--- src/rtl/uart_tx_scheduler.sv ---
`default_nettype none
// ============================================================================
//  Module   : uart_tx_scheduler
//  Purpose  : Round-robin arbiter between two byte requesters feeding a single
//             8N1/8N2 UART transmitter paced by an external per-bit tick.
//             Owns the baud divisor and defers divisor changes to idle time.
//  Revision : 1.0 - initial release
// ============================================================================
module uart_tx_scheduler #(
    parameter logic [15:0] DEFAULT_DIV = 16'd868,
    parameter int          NUM_STOP    = 1
) (
    input  logic        clk_i,
    input  logic        rst_i,
    input  logic        baud_div_wr_i,
    input  logic [15:0] baud_div_wdata_i,
    output logic [15:0] baud_div_o,
    output logic        div_pending_o,
    input  logic        tx_tick_i,
    input  logic        req0_valid_i,
    input  logic [7:0]  req0_data_i,
    output logic        req0_ready_o,
    input  logic        req1_valid_i,
    input  logic [7:0]  req1_data_i,
    output logic        req1_ready_o,
    output logic        tx_o,
    output logic        busy_o,
    output logic        grant_o
);

    typedef enum logic [2:0] {
        ST_IDLE  = 3'd0,
        ST_ALIGN = 3'd1,
        ST_START = 3'd2,
        ST_DATA  = 3'd3,
        ST_STOP  = 3'd4
    } state_t;

    // Stop-bit counter value on which the last stop bit ends (one or two bits).
    localparam logic STOP_LAST = (NUM_STOP == 2);

    state_t      state_q,    state_d;
    logic        tx_q,       tx_d;
    logic        grant_q,    grant_d;
    logic        last_q,     last_d;
    logic [7:0]  data_q,     data_d;
    logic [2:0]  bit_cnt_q,  bit_cnt_d;
    logic        stop_cnt_q, stop_cnt_d;
    logic [15:0] baud_q,     baud_d;
    logic [15:0] shadow_q,   shadow_d;
    logic        pend_q,     pend_d;

    logic        wr_ok;
    logic        sel;
    logic        any_valid;
    logic        ready0;
    logic        ready1;

    // Arbitration choice: the sole requester, or on a tie the one not served last.
    always_comb begin
        wr_ok     = baud_div_wr_i && (baud_div_wdata_i != 16'd0);
        any_valid = req0_valid_i || req1_valid_i;
        if (req0_valid_i && req1_valid_i) begin
            sel = ~last_q;
        end else begin
            sel = req1_valid_i;
        end
    end

    // Next-state, line and divisor logic for the frame sequencer.
    always_comb begin
        state_d    = state_q;
        tx_d       = tx_q;
        grant_d    = grant_q;
        last_d     = last_q;
        data_d     = data_q;
        bit_cnt_d  = bit_cnt_q;
        stop_cnt_d = stop_cnt_q;
        baud_d     = baud_q;
        shadow_d   = shadow_q;
        pend_d     = pend_q;
        ready0     = 1'b0;
        ready1     = 1'b0;

        case (state_q)
            ST_IDLE: begin
                tx_d = 1'b1;
                // A fresh write wins over an older buffered value.
                if (wr_ok) begin
                    baud_d = baud_div_wdata_i;
                    pend_d = 1'b0;
                end else if (pend_q) begin
                    baud_d = shadow_q;
                    pend_d = 1'b0;
                end else if (any_valid && !rst_i) begin
                    ready0  = ~sel;
                    ready1  = sel;
                    data_d  = sel ? req1_data_i : req0_data_i;
                    grant_d = sel;
                    last_d  = sel;
                    state_d = ST_ALIGN;
                end
            end
            ST_ALIGN: begin
                if (tx_tick_i) begin
                    state_d = ST_START;
                    tx_d    = 1'b0;
                end
            end
            ST_START: begin
                if (tx_tick_i) begin
                    state_d   = ST_DATA;
                    tx_d      = data_q[0];
                    bit_cnt_d = 3'd0;
                end
            end
            ST_DATA: begin
                if (tx_tick_i) begin
                    if (bit_cnt_q == 3'd7) begin
                        state_d    = ST_STOP;
                        tx_d       = 1'b1;
                        stop_cnt_d = 1'b0;
                    end else begin
                        bit_cnt_d = bit_cnt_q + 3'd1;
                        tx_d      = data_q[bit_cnt_q + 3'd1];
                    end
                end
            end
            ST_STOP: begin
                tx_d = 1'b1;
                if (tx_tick_i) begin
                    if (stop_cnt_q == STOP_LAST) begin
                        state_d = ST_IDLE;
                    end else begin
                        stop_cnt_d = stop_cnt_q + 1'b1;
                    end
                end
            end
            default: begin
                state_d = ST_IDLE;
                tx_d    = 1'b1;
            end
        endcase

        // Mid-frame writes are parked; the generator keeps its divisor until idle.
        if ((state_q != ST_IDLE) && wr_ok) begin
            shadow_d = baud_div_wdata_i;
            pend_d   = 1'b1;
        end
    end

    // State and datapath registers; reset aborts any frame and pending divisor.
    always_ff @(posedge clk_i or posedge rst_i) begin
        if (rst_i) begin
            state_q    <= ST_IDLE;
            tx_q       <= 1'b1;
            grant_q    <= 1'b0;
            last_q     <= 1'b1;
            data_q     <= 8'd0;
            bit_cnt_q  <= 3'd0;
            stop_cnt_q <= 1'b0;
            baud_q     <= DEFAULT_DIV;
            shadow_q   <= 16'd0;
            pend_q     <= 1'b0;
        end else begin
            state_q    <= state_d;
            tx_q       <= tx_d;
            grant_q    <= grant_d;
            last_q     <= last_d;
            data_q     <= data_d;
            bit_cnt_q  <= bit_cnt_d;
            stop_cnt_q <= stop_cnt_d;
            baud_q     <= baud_d;
            shadow_q   <= shadow_d;
            pend_q     <= pend_d;
        end
    end

    assign baud_div_o    = baud_q;
    assign div_pending_o = pend_q;
    assign req0_ready_o  = ready0;
    assign req1_ready_o  = ready1;
    assign tx_o          = tx_q;
    assign busy_o        = (state_q != ST_IDLE);
    assign grant_o       = grant_q;

endmodule
`default_nettype wire
--- config.mk ---
export PLATFORM = sky130hd
export DESIGN_NAME = uart_tx_scheduler
export DESIGN_NICKNAME = d
export VERILOG_FILES = /design/src/rtl/uart_tx_scheduler.sv
export SDC_FILE = /design/constraint.sdc
export NUM_CORES = 1
export LEC_CHECK = 0
export CORE_MARGIN = 2
export CORE_UTILIZATION = 48
export CTS_BUF_LIST = sky130_fd_sc_hd__clkbuf_16
export DETAILED_ROUTE_END_ITERATION = 8
export GPL_ROUTABILITY_DRIVEN = 0
export PLACE_DENSITY = 0.83
export SETUP_SLACK_MARGIN = 0.02
export SYNTH_ARGS = -nofsm -noshare
export SYNTH_HDL_FRONTEND = slang
export SYNTH_SLANG_ARGS = --single-unit
--- constraint.sdc ---
create_clock -name clk_i -period 5.2 [get_ports clk_i]
set_input_delay 1.04 -clock clk_i [delete_from_list [all_inputs] [get_ports clk_i]]
set_output_delay 1.04 -clock clk_i [all_outputs]
set_load 0.02 [all_outputs]
==> results.cfg <==
[floorplanning]
ios = 60
dieArea_um2 = 5740
rows = 26
die_h_um = 75.7
initial_utilization = 0.490
core-area_um2 = 5040
die_w_um = 75.7

[critical_path]
crit_path_start_kind = input port
critPathCapture = req0_ready_o
r2r_cells = 7
crit_fanout = 4
startpoint = baud_div_wdata_i[11]
r2r_slack_ns = 2.87
cp-end-kind = primary output
r2r_start = state_q[0]$_DFFE_PP0P_
rr_endpoint = grant_o$_DFFE_PP0P_
critPathRequiredTime_ns = 4.16
crit_arrival_ns = 3.53
crit_type = input port to primary output

[power_and_ir_drop]
ir_drop_mv = 0.307
power_mw = 1.45
p_leak_nw = 1.35
power_density_nw_per_um2 = 444

[synthesis]
synth_top_area_cell = dfrtp_1
yosysTopAreaCellShare = 0.436
synth-main-ff-cell = dfrtp_1
synth_top_cells_by_count = dfrtp_1, inv_1, nand2_1
syn_nets = 268
synth.top_cells.by_area = dfrtp_1, dfstp_2, o221ai_1
syn_inst = 228
synth.most_common_cell = dfrtp_1
synth_cell_types = 37
netlist_area_um2 = 2470
ys_seq_area_frac = 0.510
async_flop_share = 1.00
synth-seq-cells = 50
avgSynthCellArea_um2 = 10.8
synth-edff-count = 0
ys_warn_count = 0

[clock_tree]
holdBufCountCts = 0
clkTransAtPathRegs_ns = 0.06
cts.sink_count = 50
cts_setup_buffers = 0
cts_tree = built
cts_made_buffers = 5
h-tree-depth = 2
cts_resized = 0
clockRootBuffer = clkbuf_16
clk_latency_ns = 0.29
cts_max_path_buffers = 2

[min_path]
hp-class = flop to flop

[final_layout]
drive_above_1_share = 0.131
nets = 321
final_util = 0.646
fill_cells = 394
multiInputGateArea_um2 = 1070
synthToLayoutAreaGrowth_pct = 32.0
seq_area_um2 = 1260
final_area_um2 = 3260
stdcell_count = 352
antenna_cells = 0

[global_route]
antenna_found_initial = 0
grt_max_degree = 51
track_usage = 0.231
grt_pass1_wl_mm = 9.74
grt_overflow_total = 0
grt_pass1_vias = 1946

[sta]
max_freq_mhz = 219
worst_slew_pin_slew_ns = 1.05
setup_slack_ns = 0.630
relSlewSlack = 0.300
whs_ns = 0.487
fin_crit_sh = 0.879
fin_crit_ns = 4.57
hold_viol = 0
fin_skew_ns = 0.00389
rsz0062_at_grt = false
setup_viol = 0
slew_violations = 0
setup-tns-final_ns = 0

[placement]
port_buffers = 59
dp_cells = 344
dpl_cell_area_um2 = 3120
dpl_worst_slack_ns = 0.674
hpwl_mm = 3.95

[detailed_routing]
dr.pass1.iters = 4
drc = 0
wirelength_mm = 5.93
wl_per_cell_um = 16.9
drtAntennaViolNets = 0
vias = 2034
viasPerCell = 5.78
drtIter0Drc = 136

[status]
status = finished clean

[run]
cap_viol_max_count = 0
## final cells by class
class / count / share of cell area
Multi-Input combinational cell: 140 / 0.327
Tap cell: 70 / 0.0269
Timing Repair Buffer: 64 / 0.193
Clock buffer: 5 / 0.0384
Clock inverter: 3 / 0.00499
Sequential cell: 50 / 0.387
Inverter: 20 / 0.0230
## power breakdown
group          switching (mW)  leakage (nW)  internal, mW
Clock                   0.139        0.0672         0.176
Sequential             0.0904         0.588         0.526
Combinational           0.235         0.696         0.281
Total                   0.465          1.35         0.982
## placed cells by master, fill, tap and decap left out, types with 2 or more instances in the layout
master | synthesis | final
mux2_2 | 8 | 8
clkbuf_16 | 0 | 5
mux4_2 | 2 | 2
ha_1 | 2 | 2
a21o_1 | 3 | 3
a31o_2 | 2 | 2
a21oi_1 | 15 | 15
mux2i_1 | 9 | 9
o221ai_1 | 16 | 16
inv_1 | 20 | 19
dfrtp_1 | 43 | 43
nor3_1 | 2 | 2
clkdlybuf4s50_1 | 0 | 59
nor2_1 | 6 | 6
nand2_1 | 20 | 20
dfstp_2 | 7 | 7
nand4_1 | 16 | 16
mux2_1 | 10 | 10
or4_1 | 4 | 4
a31oi_1 | 7 | 7
nand3b_1 | 2 | 2
nor2b_1 | 2 | 2
buf_4 | 0 | 5
## how the worst min path moves through the flow
stage | cells after the start | to | startpoint | slack [ns]
3_5_place_dp | 1 | shadow_q[2]$_DFFE_PP0P_ | shadow_q[2]$_DFFE_PP0P_ | 0.47
2_1_floorplan | 1 | shadow_q[0]$_DFFE_PP0P_ | shadow_q[0]$_DFFE_PP0P_ | 0.46
3_3_place_gp | 1 | shadow_q[5]$_DFFE_PP0P_ | shadow_q[5]$_DFFE_PP0P_ | 0.47
6_report | 1 | shadow_q[2]$_DFFE_PP0P_ | shadow_q[2]$_DFFE_PP0P_ | 0.49
5_1_grt | 1 | shadow_q[2]$_DFFE_PP0P_ | shadow_q[2]$_DFFE_PP0P_ | 0.50
4_1_cts | 1 | shadow_q[2]$_DFFE_PP0P_ | shadow_q[2]$_DFFE_PP0P_ | 0.49
## layer usage
layer  vias up  global-route usage  part of all wire
met5         -                   0                 0
met4         0              0.0975             0.029
met3        16              0.0622             0.045
met2        55               0.355              0.51
met1      1009               0.311              0.42
li1        954                   -                 -
## worst max-delay path, cell delays in order
cell	delay (ns)
clkdlybuf4s50_1	0.45
or4_1	0.61
o41ai_4	0.44
nand2_1	0.20
nor2_1	0.16
clkdlybuf4s50_1	0.63
## flip-flops by register name (all words and copies together), names as in the netlist
register and flops:
div_pending_o 1, tx_o 1, shadow_q 16, baud_div_o 16, state_q 3, data_q 8, last_q 1, bit_cnt_q 3
grant_o 1
## kinds of logic (layout without fill, tap and decap cells)
kind of cell               count (synthesis)  after routing  synth area share
and+or+nand+nor                           59             59             0.131
adders and majority gates                  2              2            0.0101
muxes                                     29             29             0.137
DFF                                       50             50             0.510
AOI/OAI and AO/OA                         50             50             0.151
buffers and inverters                     38             92            0.0603
No activity file was read; power rests on OpenSTA's default activity.
